===== src/rtl/rgb_fade_sequencer_pkg.sv =====
// rgb_fade_sequencer_pkg: shared FSM states, colour table and widths for the fade sequencer
package rgb_fade_sequencer_pkg;
  localparam int COLOUR_W = 3;
  localparam int DUTY_W_DEF = 8;
  typedef enum logic [1:0] {IDLE, FADE, HOLD} state_e;
  // One on/off bit per channel as {b,g,r}; a set bit means full scale.
  localparam logic [7:0][2:0] COLOUR_LUT = '{
    7: 3'b000,
    6: 3'b111,
    5: 3'b101,
    4: 3'b100,
    3: 3'b110,
    2: 3'b010,
    1: 3'b011,
    0: 3'b001
  };
endpackage


===== src/rtl/rgb_fade_sequencer_prescaler.sv =====
// rgb_fade_sequencer_prescaler: STEP_DIV-cycle tick generator, cleared while en is low
//   clk, rst (async active-low), en (count enable), tick (one-cycle pulse at STEP_DIV-1)
module rgb_fade_sequencer_prescaler #(
  parameter int STEP_DIV = 1_000_000
) (
  input  logic clk,
  input  logic rst,
  input  logic en,
  output logic tick
);
  localparam int CW = $clog2(STEP_DIV);
  logic [CW-1:0] cnt;
  assign tick = en && cnt == CW'(STEP_DIV - 1);
  always_ff @(posedge clk or negedge rst)
    if (!rst) cnt <= '0;
    else cnt <= (!en || tick) ? '0 : cnt + 1'b1;
endmodule


===== src/rtl/rgb_fade_sequencer.sv =====
// rgb_fade_sequencer: walks an 8-colour table, ramping R/G/B duties linearly between colours
//   clk, rst (async active-low), en (run/pause), skip (pulse: next colour now)
//   R_time_out/G_time_out/B_time_out (duties), cur_st (target colour index), fade_busy (in FADE)
module rgb_fade_sequencer
  import rgb_fade_sequencer_pkg::*;
#(
  parameter int STEP_DIV = 1_000_000,
  parameter int HOLD_STEPS = 128,
  parameter int DUTY_W = DUTY_W_DEF
) (
  input  logic                clk,
  input  logic                rst,
  input  logic                en,
  input  logic                skip,
  output logic [DUTY_W-1:0]   R_time_out,
  output logic [DUTY_W-1:0]   G_time_out,
  output logic [DUTY_W-1:0]   B_time_out,
  output logic [COLOUR_W-1:0] cur_st,
  output logic                fade_busy
);
  localparam int HW = $clog2(HOLD_STEPS + 1);
  state_e state;
  logic tick;
  logic [HW-1:0] hold_cnt;
  logic [2:0] mask;
  logic [2:0] at_tgt;
  logic [2:0][DUTY_W-1:0] duty;
  logic [2:0][DUTY_W-1:0] step;
  rgb_fade_sequencer_prescaler #(.STEP_DIV(STEP_DIV)) u_prescaler (
    .clk (clk),
    .rst (rst),
    .en  (en),
    .tick(tick)
  );
  assign mask = COLOUR_LUT[cur_st];
  genvar i;
  for (i = 0; i < 3; i++) begin : g_ch
    logic [DUTY_W-1:0] tgt;
    assign tgt = {DUTY_W{mask[i]}};
    assign at_tgt[i] = duty[i] == tgt;
    // Move one count toward the target; equal means no change, so no overshoot.
    assign step[i] = duty[i] < tgt ? duty[i] + 1'b1 : duty[i] > tgt ? duty[i] - 1'b1 : duty[i];
  end
  assign R_time_out = duty[0];
  assign G_time_out = duty[1];
  assign B_time_out = duty[2];
  always_ff @(posedge clk or negedge rst)
    if (!rst) begin
      state <= IDLE;
      duty <= '0;
      cur_st <= '0;
      hold_cnt <= '0;
      fade_busy <= 1'b0;
    end else if (!en) begin
      state <= IDLE;
      fade_busy <= 1'b0;
    end else if (skip && state != IDLE) begin
      // Skip pre-empts any coincident tick: no duty step, no hold count.
      cur_st <= cur_st + 1'b1;
      hold_cnt <= '0;
      state <= FADE;
      fade_busy <= 1'b1;
    end else
      case (state)
        IDLE: begin
          state <= FADE;
          fade_busy <= 1'b1;
        end
        FADE: begin
          if (tick) duty <= step;
          if (&at_tgt) begin
            state <= HOLD;
            hold_cnt <= '0;
            fade_busy <= 1'b0;
          end
        end
        HOLD:
          if (tick) begin
            if (hold_cnt == HW'(HOLD_STEPS - 1)) begin
              cur_st <= cur_st + 1'b1;
              state <= FADE;
              fade_busy <= 1'b1;
            end else hold_cnt <= hold_cnt + 1'b1;
          end
        default: begin
          state <= IDLE;
          fade_busy <= 1'b0;
        end
      endcase
endmodule


===== config.mk =====
export PLATFORM = sky130hd
export DESIGN_NAME = rgb_fade_sequencer
export DESIGN_NICKNAME = d
export VERILOG_FILES = /design/src/rtl/rgb_fade_sequencer_pkg.sv /design/src/rtl/rgb_fade_sequencer_prescaler.sv /design/src/rtl/rgb_fade_sequencer.sv
export SDC_FILE = /design/constraint.sdc
export NUM_CORES = 1
export LEC_CHECK = 0
export CAP_MARGIN = 10
export CORE_ASPECT_RATIO = 1.4
export CORE_MARGIN = 8
export CORE_UTILIZATION = 46
export DETAILED_ROUTE_END_ITERATION = 12
export HOLD_SLACK_MARGIN = 0.06
export PLACE_DENSITY_LB_ADDON = 0.15
export SETUP_SLACK_MARGIN = 0.02
export SYNTH_ARGS = -nofsm -noshare
export SYNTH_HDL_FRONTEND = slang
export SYNTH_SLANG_ARGS = --single-unit

===== constraint.sdc =====
create_clock -name clk -period 10.4 [get_ports clk]
set_clock_uncertainty 0.1 [all_clocks]
set_input_delay 2.08 -clock clk [delete_from_list [all_inputs] [get_ports clk]]
set_output_delay 2.08 -clock clk [all_outputs]
set_load 0.05 [all_outputs]

# Word level (Yosys, flattened, before mapping)
# Memories as Yosys holds them, arrays and structs flattened.
# Cells that the tools add are included.
[totals]
reg_bits = 58
word_cells = 88
n_memories = 1
rom_bits = 24
[classes]
bitwise_logic = 1
order_cmp = 7
add_sub_neg = 9
n_eq_ne = 13
n_mux = 29
reduce_logical = 20
[mem_list]
columns = ["name", "words", "width", "rd", "rd_ports_with_merged_regs", "write_ports", "line", "source"]
rows = [
  ["(no name shown)", 8, 3, 1, 0, 0, "rgb_fade_sequencer.sv:35", "assign mask = COLOUR_LUT[cur_st];"],
]
[op_table]
columns = ["cell", "count"]
rows = [
  ["$mux W8", 10],
  ["$add A8 B1 Y8 const B", 4],
  ["$eq A8 B8 Y1", 3],
  ["$gt A8 B8 Y1", 3],
  ["$lt A8 B8 Y1", 3],
  ["$sub A8 B1 Y8 const B", 3],
  ["$add A20 B1 Y20 const B", 1],
  ["$eq A20 B20 Y1 const B", 1],
  ["$mux W20", 1],
  ["$reduce_and A5 Y1", 4],
  ["$pmux W8 S2", 1],
  ["$mux W3", 5],
  ["$reduce_bool A2 Y1", 7],
  ["$mux W2", 5],
  ["$eq A8 B7 Y1 const B", 1],
  ["$ne A4 B4 Y1 const B", 2],
  ["$ne A3 B3 Y1 const B", 2],
  ["$pmux W2 S3", 1],
  ["$reduce_and A3 Y1", 2],
  ["$mux W1", 5],
  ["$lt A3 B4 Y1 const B", 1],
  ["$ne A4 B3 Y1 const B", 1],
  ["$reduce_and A4 Y1", 1],
  ["$add A3 B1 Y3 const B", 1],
  ["10 further kinds", 11],
]

# Depth between registers and ports, before layout
# Gate-level depths: netlist of the first run.
[logic_depth]
word_depth = 8
mapped_depth = 17
depth_no_buf = 17

# By module
# From an unflattened synthesis of the first run, not the netlist that was laid out.
[hier_totals]
cells_unflattened = 411
hier_area_um2 = 3857.4
[by_module_without_submodules]
columns = ["mod", "instances", "seq_area_each_um2", "cells_per_inst", "area_per_inst_um2"]
rows = [
  ["rgb_fade_sequencer", 1, 925.9, 303, 2839.0],
  ["rgb_fade_sequencer_prescaler", 1, 500.5, 108, 1018.5],
]

# Worst setup path after synthesis of the first run
# OpenSTA, ideal clock, no wires.
[synth_timing]
path_kind = "reg2reg"
start = "register cur_st[0]"
end = "register duty (netlist bit B_time_out[7])"
setup_time_ns = 0.141
path_slack_ns = 5.676
t_arrival_ns = 4.482
stages_incl_launch_ff = 18
path_buffers = 0
synth_period_minus_slack_ns = 4.724
path_cell_list = "dfrtp_1 inv_1 ha_1 or2_2 nand2_1 inv_1 ha_1 or2b_2 or4_1 a2111o_1 nand2_1 ha_1 a21oi_1 o211ai_1 o41a_2 and3_4 o211ai_2 xnor2_1"
[synth_via]
elab_chain_cells = 5
word_cells_on_any_way = 7
[synth_lines]
columns = ["item", "line", "source"]
rows = [
  ["start: declaration", "rgb_fade_sequencer.sv:18", "output logic [COLOUR_W-1:0] cur_st,"],
  ["start signal: assignment", "rgb_fade_sequencer.sv:59", "cur_st <= cur_st + 1'b1;"],
  ["start signal: assignment", "rgb_fade_sequencer.sv:80", "cur_st <= cur_st + 1'b1;"],
  ["$mem_v2 Z8 W3 *", "--", ""],
  ["$mux W3 (implied by the code) *", "rgb_fade_sequencer.sv:35", ""],
  ["$lt A8 B8 Y1 / $gt A8 B8 Y1 (equally long branches)", "rgb_fade_sequencer.sv:42", "assign step[i] = duty[i] < tgt ? duty[i] + 1'b1 : duty[i] > tgt ? duty[i] - 1'b1 : duty[i];"],
  ["$reduce_bool A2 Y1 (no line)", "--", ""],
  ["$reduce_and A5 Y1 (no line)", "--", ""],
  ["end signal: assignment", "rgb_fade_sequencer.sv:70", "if (tick) duty <= step;"],
  ["end: declaration", "rgb_fade_sequencer.sv:27", "logic [2:0][DUTY_W-1:0] duty;"],
]
# Every way passes the cells marked *; elsewhere a longest branch is shown, timed or not. The select of a mux whose other input is x is not followed.
# A chain may end at the register's enable or synchronous reset.

# Final worst setup path of the first run
# Same ends and word-level chain as after synthesis.

==> results of run 1 <==
[cell type report]
| cell class | instances | area, µm² |
|---|---|---|
| Multi-Input combinational cell | 330 | 2390 |
| Tap cell | 105 | 131 |
| Sequential cell | 57 | 1430 |
| Clock buffer | 12 | 256 |
| Timing Repair Buffer | 33 | 320 |
| Inverter | 23 | 86.3 |
| Fill cell | 766 | 3810 |
| Clock inverter | 3 | 40.0 |
[per-layer routing]
metal | track usage (%) | vias to the layer above
li1 | - | 1587
met2 | 24.5 | 54
met5 | 0 | -
met4 | 5.90 | 0
met3 | 3.95 | 11
met1 | 18.0 | 1477
[report_power, final]
part | internal (mW) | total (mW) | switching (mW) | leakage [nW]
registers | 0.229 | 0.243 | 0.0134 | 0.785
logic | 0.138 | 0.335 | 0.196 | 1.18
clock network | 0.196 | 0.291 | 0.0952 | 0.148
[layout by cell type, fill, tap and decap left out, types with 6 or more instances in the layout]
cell and count:
nand2_1 29, dfrtp_1 57, inv_1 23, a21oi_1 17, nor3_1 14, nand3_1 22, a31o_2 9, o21ai_0 7
clkdlybuf4s50_1 30, xor2_1 11, ha_1 29, clkbuf_16 9, mux2_2 17, nand4_1 6, nor2_1 43, xnor2_1 30
[final timing paths]
check,slack (ns),cells past startpoint,to,from
max in group asynchronous,7.93,2,u_prescaler.cnt[10],rst
min in group asynchronous,1.79,2,R_time_out[5],rst
worst min-delay path,0.39,1,u_prescaler.cnt[0],u_prescaler.cnt[0]
worst max-delay path,5.79,17,B_time_out[7],cur_st[0]
worst min register to register,0.39,1,u_prescaler.cnt[0],u_prescaler.cnt[0]
worst max register to register,5.79,17,B_time_out[7],cur_st[0]
[cells by family (layout without fill, tap and decap cells)]
| family | count (synthesis) | in the layout | synth area share [%] |
|---|---|---|---|
| buffers and inverters | 31 | 71 | 3.24 |
| adder cells (fa/ha/maj) | 32 | 32 | 10.7 |
| AO/OA/AOI/OAI | 79 | 79 | 14.6 |
| flip-flops | 57 | 57 | 36.2 |
| AND/OR/NAND/NOR | 159 | 159 | 20.8 |
| multiplexers | 19 | 19 | 5.36 |
| XOR/XNOR | 41 | 41 | 9.11 |
[sequential cells by signal (all words and copies together), names as in the netlist]
| register | flops |
|---|---|
| u_prescaler.cnt | 20 |
| B_time_out | 8 |
| G_time_out | 8 |
| R_time_out | 8 |
| hold_cnt | 8 |
| cur_st | 3 |
| fade_busy | 1 |
| state | 1 |
[worst reg2reg max path, delay by kind of cell, from the launching register on]
kind / cells / cell delay [ns]
buffers and inverters: 2 / 0.17
and+or+nand+nor: 6 / 1.58
AOI/OAI and AO/OA: 5 / 1.33
adders and majority gates: 3 / 0.83
DFF: 1 / 0.40
xor gates and xnor gates: 1 / 0.13
[stage by stage]
step | instances | total power, mW | instance area [µm²]
floorplan | 418 | 0.507 | 3940
global placement | 548 | 0.571 | 4350
detailed placement | 548 | 0.581 | 4350
CTS | 563 | 0.881 | 4650
global route | 563 | 0.931 | 4650
finish | 563 | 0.868 | 4650
==> results.yml, run 1 <==
clock_tree:
  cts_root_buf: "clkbuf_16"
  cts_max_path_buffers: 2
  cts-htree-levels: 3
  cts.sinks: 57
  cts_tree: "done"
  numCtsBuffers: 9
  cts_resized: 0
  hold_buffers: 0
  post_cts_buffers: 0
  path_clk_slew_ns: 0.05
  clk_latency_ns: 0.33
worst_setup_path:
  slowest_stage: "a2111o_1"
  cp_common_cell: "ha_1"
  worst_ep_arrival_time_ns: 4.77
  worstSetupStartpointType: "flip-flop"
  worstPathCellList: "inv_1 -> ha_1 -> or2_2 -> nand2_1 -> inv_1 -> ha_1 -> or2b_2 -> or4_1 -> a2111o_1 -> nand2_1 -> ha_1 -> a21oi_1 -> o211ai_1 -> o41a_2 -> and3_4 -> o211ai_2 -> xnor2_1"
  crit_family: "simple AND/OR/NAND/NOR gates"
  crit_path_end_kind: "flip-flop"
  cp.required_ns: 10.55
  slowest_delay_ns: 0.45
  critPathBufInv: 2
  cp_max_fo: 7
  critPathKind: "flip-flop to flip-flop"
placement:
  preCtsSetupSlack_ns: 5.63
  place_congestion: 0.837
  place_hpwl_mm: 6.18
  io_buffers: 31
drt:
  wl_met3_um: 377
  drtIter0Drc: 142
  post_drt_wl_per_cell_um: 14.8
  viasPerCell: 5.56
  routed-wl-met2_mm: 4.08
  top_layer: "met4"
  first_pass_iters: 4
  drt_wl_total_mm: 8.31
  num_vias: 3129
  met1_length_mm: 3.71
  drc: 0
  postRouteAntennaNets: 0
yosys:
  syn_inst: 418
  synth_fp_nets: 454
  synth.most_common_cell: "dfrtp_1"
  yosysWarnings: 0
  ys_async_sr_fraction_pct: 100
  synth_cell_types: 63
  yosys.area.top_type: "dfrtp_1"
  synth-seq-area-share_pct: 36.2
  ys_seq_elements: 57
  synth_enable_flop_cells: 0
  yosys_most_used_dff: "dfrtp_1"
  ys_top_cells_by_count: "dfrtp_1, nor2_1, xnor2_1, ha_1, nand2_1"
  netlist_area_mm2: 0.00394
  syn-mean-instance-area_um2: 9.43
  synth_top_area_share_pct: 36.2
  yosys-top-cells-area: "dfrtp_1, ha_1, xnor2_1"
grt:
  grt_pass1_wl_mm: 14.3
  grt_usage_pct: 15.0
  grt_max_degree: 58
  antenna_found_initial: 0
  grt.overflow.total: 0
  grt_pass1_vias: 3115
floorplan:
  ios: 32
  die_width_um: 94.3
  die_area_mm2: 0.0118
  rows: 40
  die_h_um: 126
  initial_core_util_pct: 46.6
  design.core.area_mm2: 0.00846
sta:
  tns_ns: 0
  rsz0062_at_grt: "false"
  layout_min_cycle_time_ns: 4.61
  maxSlewHeadroom_pct: 26.9
  finalCritPeriodShare_pct: 44.4
  hold-worst-slack_ns: 0.392
  max_freq_ghz: 0.217
  worstMarginPinSlew_ns: 1.09
  setup-violations-final: 0
  maxSlewViolCount: 0
  timing.final.ws_setup_ns: 5.79
  hold_viol_final: 0
run_status:
  run_status: "finished clean"
layout:
  syn_to_final_growth_pct: 17.9
  antenna_cells: 0
  fin_util_pct: 55.0
  finalNetCount: 490
  final_layout_size_suffix_gt1_share_pct: 12.9
power_and_ir_drop:
  leakage_nw: 2.11
  ir_worst_vdd_mv: 0.127
  power.density_mw_per_mm2: 187
run:
  cap_viol_max_count: 0
worst_hold_path:
  worstHoldPathType: "flip-flop to flip-flop"
Power figures use the tool's default switching activity.
==> run 2: changes to the inputs <==
- clock period: 10.4 -> 4 ns (I/O delays scaled with it)
==> run 2 against run 1 <==
Net effect: the run now ends with setup timing left; die area unchanged; via count up 2.9%; flip-flop and latch count unchanged; cell area up 5.6%; routed wire length up 2.1%; total power rose to 2.8 times the previous value; worst hold slack worse by 0.021 ns; clock power rose to 2.9 times the previous value; non-clock buffer count up 15; critical path depth unchanged.
==> results.yml, run 2 (same netlist as run 1, synthesis figures left out) <==
run_status:
  run_status: "finished with violations"
  violations: "setup timing"
worst_setup_path:
  r2r_cells: 17
  critPathKind: "flip-flop to flip-flop"
  reg2reg_slack_ns: -0.04
  worst_ep_arrival_time_ns: 4.19
  worstReg2RegEnd: "B_time_out[7]"
  worstSetupStartpointType: "flip-flop"
  slowest_delay_ns: 0.46
  critPathBufInv: 2
  slowest_stage: "a2111o_1"
  cp.required_ns: 4.15
  reg2reg_from: "cur_st[0]"
  cp_max_fo: 6
  cp_common_cell: "ha_4"
  worstPathCellList: "inv_2 -> ha_4 -> or2_4 -> nand2_4 -> inv_2 -> ha_4 -> or2b_4 -> or4_1 -> a2111o_1 -> nand2_4 -> ha_4 -> a21oi_4 -> o211ai_1 -> o41a_2 -> and3_4 -> o211ai_2 -> xnor2_1"
  crit_path_end_kind: "flip-flop"
  crit_family: "simple AND/OR/NAND/NOR gates"
placement:
  place_inst: 562
  place_hpwl_mm: 6.39
  placed_area_mm2: 0.00456
  place_congestion: 0.826
  io_buffers: 31
  preCtsSetupSlack_ns: -0.0780
clock_tree:
  cts.sinks: 57
  clk_latency_ns: 0.33
  cts_root_buf: "clkbuf_16"
  cts-htree-levels: 3
  hold_buffers: 0
  cts_tree: "done"
  numCtsBuffers: 9
  path_clk_slew_ns: 0.05
  cts_max_path_buffers: 2
sta:
  finalCritPeriodShare_pct: 101
  tns_ns: -0.0448
  setup-violations-final: 1
  maxSlewHeadroom_pct: 40.4
  layout_min_cycle_time_ns: 4.04
  hold-worst-slack_ns: 0.371
  rsz0062_at_grt: "true"
  hold_viol_final: 0
  maxSlewViolCount: 0
  worstMarginPinSlew_ns: 0.891
  max_freq_ghz: 0.247
  timing.final.ws_setup_ns: -0.0448
drt:
  drtIter0Drc: 115
  postRouteAntennaNets: 0
  first_pass_iters: 4
  viasPerCell: 5.56
  drt_wl_total_mm: 8.48
  post_drt_wl_per_cell_um: 14.6
  drc: 0
  num_vias: 3219
power_and_ir_drop:
  power.density_mw_per_mm2: 501
  power_mw: 2.46
  ir_worst_vdd_mv: 0.434
  leakage_nw: 2.19
grt:
  grt.overflow.total: 0
  grt_usage_pct: 14.9
  grt_max_degree: 34
  antenna_found_initial: 0
  grt_pass1_vias: 3208
  grt_pass1_wl_mm: 14.4
layout:
  syn_to_final_growth_pct: 24.6
  register_area_mm2: 0.00143
  instances_no_fill: 579
  fin_util_pct: 58.1
  final.fill_count: 727
  final_layout_size_suffix_gt1_share_pct: 19.6
  finalNetCount: 505
  layout_commonest_cell: "dfrtp_1"
  regMostFlops: "u_prescaler.cnt"
  largest_reg_flops: 20
  multiInputGateArea_mm2: 0.00250
  antenna_cells: 0
  mostFrequentLayoutCells: "dfrtp_1, nor2_1, xnor2_1, clkdlybuf4s50_1, nand2_1"
  design_area_mm2: 0.00491
run:
  cap_viol_max_count: 0
floorplan:
  rows: 40
  initial_core_util_pct: 46.6
  ios: 32
  design.core.area_mm2: 0.00846
  die_width_um: 94.3
  die_area_mm2: 0.0118
  die_h_um: 126
worst_hold_path:
  worstHoldPathType: "input port to asynchronous set/reset pin"
-- run 2: metal layers --
metal | wire (µm) | GRT usage (%)
met4 | 97 | 5.62
met1 | 3750 | 17.2
met3 | 403 | 4.37
met2 | 4230 | 25.0
met5 | 0 | 0
-- run 2: how the worst max path moves through the flow --
stage,startpoint,end,slack [ns],depth (start not counted)
final,cur_st[0],B_time_out[7],-0.04,17
after global routing,cur_st[0],B_time_out[7],-0.18,17
after CTS,cur_st[0],B_time_out[7],-0.06,17
after detailed placement,cur_st[0],B_time_out[7],-0.08,17
after global placement,cur_st[0],B_time_out[7],0.03,17
after floorplan,cur_st[0],B_time_out[7],-0.15,17
-- run 2: repair_timing --
item                       CTS  global route
hold endpoints to repair     0             0
setup endpoints to repair    1             2
setup buffers                1             0
resized for setup            0             3
pin swaps                    1             0
-- run 2: where the power goes --
part / switching [mW] / total [mW] / internal [mW]
combinational: 0.559 / 1.01 / 0.447
sequential: 0.0187 / 0.618 / 0.599
clock: 0.261 / 0.837 / 0.576
-- run 2: final cells by class --
cell class              count  share of cell area, %
clock inverters             5                   1.58
multi-input cells         330                   50.9
clock buffers              11                   5.15
flip-flops and latches     57                   29.1
well taps                 105                   2.67
repair buffers             48                   8.81
inverters                  23                   1.76
==> run 3: changes to the inputs <==
- CELL_PAD_IN_SITES_DETAIL_PLACEMENT: unset -> 1
- CELL_PAD_IN_SITES_GLOBAL_PLACEMENT: unset -> 2
- CORE_UTILIZATION: 46 -> 35
- CTS_BUF_LIST: unset -> sky130_fd_sc_hd__clkbuf_4
==> run 3 against run 2 <==
Net effect: the run still ends with setup timing left; cell count up 8.1%; first-iteration DRC count up 23%; global-route usage down 0.56 points; flip-flop and latch count unchanged; total power down 14%; critical path depth unchanged; clock-buffer cell count down 1; clock power down 56%; highest routed layer unchanged.
==> results.yml, run 3 (same netlist as run 1, synthesis figures left out) <==
layout:
  largest_reg_flops: 20
  syn_to_final_growth_pct: 22.4
  instances_no_fill: 626
  final.fill_count: 1323
  finalNetCount: 512
  regMostFlops: "u_prescaler.cnt"
  layout_commonest_cell: "dfrtp_1"
  mostFrequentLayoutCells: "dfrtp_1, nor2_1, xnor2_1, clkdlybuf4s50_1, nand2_1"
  final_layout_size_suffix_gt1_share_pct: 21.6
worst_setup_path:
  slowest_stage: "a2111o_1"
  critPathBufInv: 2
  slowest_delay_ns: 0.44
  worst_ep_arrival_time_ns: 4.32
  reg2reg_from: "cur_st[0]"
  cp_common_cell: "ha_4"
  critPathKind: "flip-flop to flip-flop"
  worstSetupStartpointType: "flip-flop"
  crit_path_start: "cur_st[0]"
  crit_family: "simple AND/OR/NAND/NOR gates"
  crit_path_end_kind: "flip-flop"
  cp_max_fo: 6
  worstPathCellList: "inv_4 -> ha_4 -> or2_4 -> nand2_4 -> inv_4 -> ha_4 -> or2b_4 -> or4_4 -> a2111o_1 -> nand2_4 -> ha_4 -> a21oi_2 -> o211ai_1 -> o41a_2 -> and3_4 -> o211ai_2 -> xnor2_1"
  cp.required_ns: 4.23
clock_tree:
  hold_buffers: 0
  numCtsBuffers: 9
  cts-htree-levels: 3
  cts.sinks: 57
  path_clk_slew_ns: 0.12
  cts_tree: "done"
  clk_latency_ns: 0.42
  cts_max_path_buffers: 2
  cts_root_buf: "clkbuf_4"
power_and_ir_drop:
  clkPwrFrac_pct: 17.4
  ir_worst_vdd_mv: 0.194
  leakage_nw: 2.13
  p_switching_mw: 0.879
  combPwrFrac_pct: 53.4
  power_mw: 2.12
  power.density_mw_per_mm2: 440
  swShare_pct: 41.4
  intPower_mw: 1.25
  seqPwrFrac_pct: 29.2
grt:
  grt_max_degree: 31
  grt_usage_pct: 14.4
  grt_pass1_wl_mm: 17.5
  grt_pass1_vias: 3633
  antenna_found_initial: 1
  grt.overflow.total: 0
drt:
  num_vias: 3315
  routed-wl-met2_mm: 5.44
  viasPerCell: 5.30
  wl_met3_um: 279
  top_layer: "met4"
  drt_wl_total_mm: 10.2
  met1_length_mm: 4.29
  post_drt_wl_per_cell_um: 16.2
  drtIter0Drc: 141
  first_pass_iters: 4
  drc: 0
  postRouteAntennaNets: 0
sta:
  hold-worst-slack_ns: 0.286
  maxSlewHeadroom_pct: 46.4
  setup-violations-final: 2
  timing.final.ws_setup_ns: -0.0943
  worstMarginPinSlew_ns: 0.801
  hold_viol_final: 0
  layout_min_cycle_time_ns: 4.09
  maxSlewViolCount: 0
  finalCritPeriodShare_pct: 102
  max_freq_ghz: 0.244
  rsz0062_at_grt: "true"
floorplan:
  rows: 46
  ios: 32
  design.core.area_mm2: 0.0112
  die_width_um: 106
  initial_core_util_pct: 35.3
  die_area_mm2: 0.0150
  die_h_um: 142
placement:
  place_hpwl_mm: 7.66
  place_inst: 600
  io_buffers: 31
  place_congestion: 0.774
worst_hold_path:
  worstHoldPathType: "input port to asynchronous set/reset pin"
run:
  cap_viol_max_count: 0
run_status:
  run_status: "finished with violations"
  violations: "setup timing"
-- run 3: power groups by stage --
stage               Clock, mW  Combinational (mW)  Sequential (mW)
detailed placement          0                1.04            0.629
global route            0.415                1.26            0.623
global placement            0                1.01            0.626
finish                  0.369                1.14            0.620
CTS                     0.390                1.07            0.618
floorplan                   0               0.690            0.685
-- run 3: worst paths after layout --
kind                                 endpoint  slack (ns)  depth (start not counted)
max reg2reg                     B_time_out[7]       -0.09                         17
min in group clk           u_prescaler.cnt[0]        0.39                          1
min reg2reg                u_prescaler.cnt[0]        0.39                          1
max                             B_time_out[7]       -0.09                         17
max in group asynchronous           cur_st[1]        2.60                          2
min                               hold_cnt[3]        0.29                          1
-- run 3: layer usage --
layer / vias up / track usage [%]
met1: 1640 / 15.9
met5: - / 0
li1: 1629 / -
met3: 10 / 3.13
met2: 36 / 26.0
met4: 0 / 5.58
-- run 3: layout make-up --
type / instances / area, µm² / share of cell area, %
Clock inverter: 6 / 35.0 / 0.726
Antenna cell: 1 / 2.50 / 0.0518
Multi-Input combinational cell: 330 / 2520 / 52.1
Tap cell: 144 / 180 / 3.73
Inverter: 23 / 91.3 / 1.89
Sequential cell: 57 / 1430 / 29.6
Clock buffer: 10 / 75.1 / 1.56
Timing Repair Buffer: 55 / 497 / 10.3
-- run 3: metrics by stage --
step | setup WS (ns) | setup TNS [ns] | instance area, µm² | util (%)
floorplan | -0.153 | -0.153 | 4050 | -
global placement | 0.0184 | 0 | 4600 | 41.2
detailed placement | -0.0599 | -0.0599 | 4600 | 41.2
CTS | -0.0943 | -0.0943 | 4730 | 42.4
global route | -0.218 | -0.401 | 4830 | 43.2
finish | -0.0943 | -0.166 | 4830 | 43.2
-- run 3: what timing repair did --
item	4_1_cts	5_1_grt
buffers inserted	2	7
hold endpoints to repair	0	0
cloned	0	0
setup endpoints to repair	1	5
pin swaps	0	6
gates resized for setup	2	11
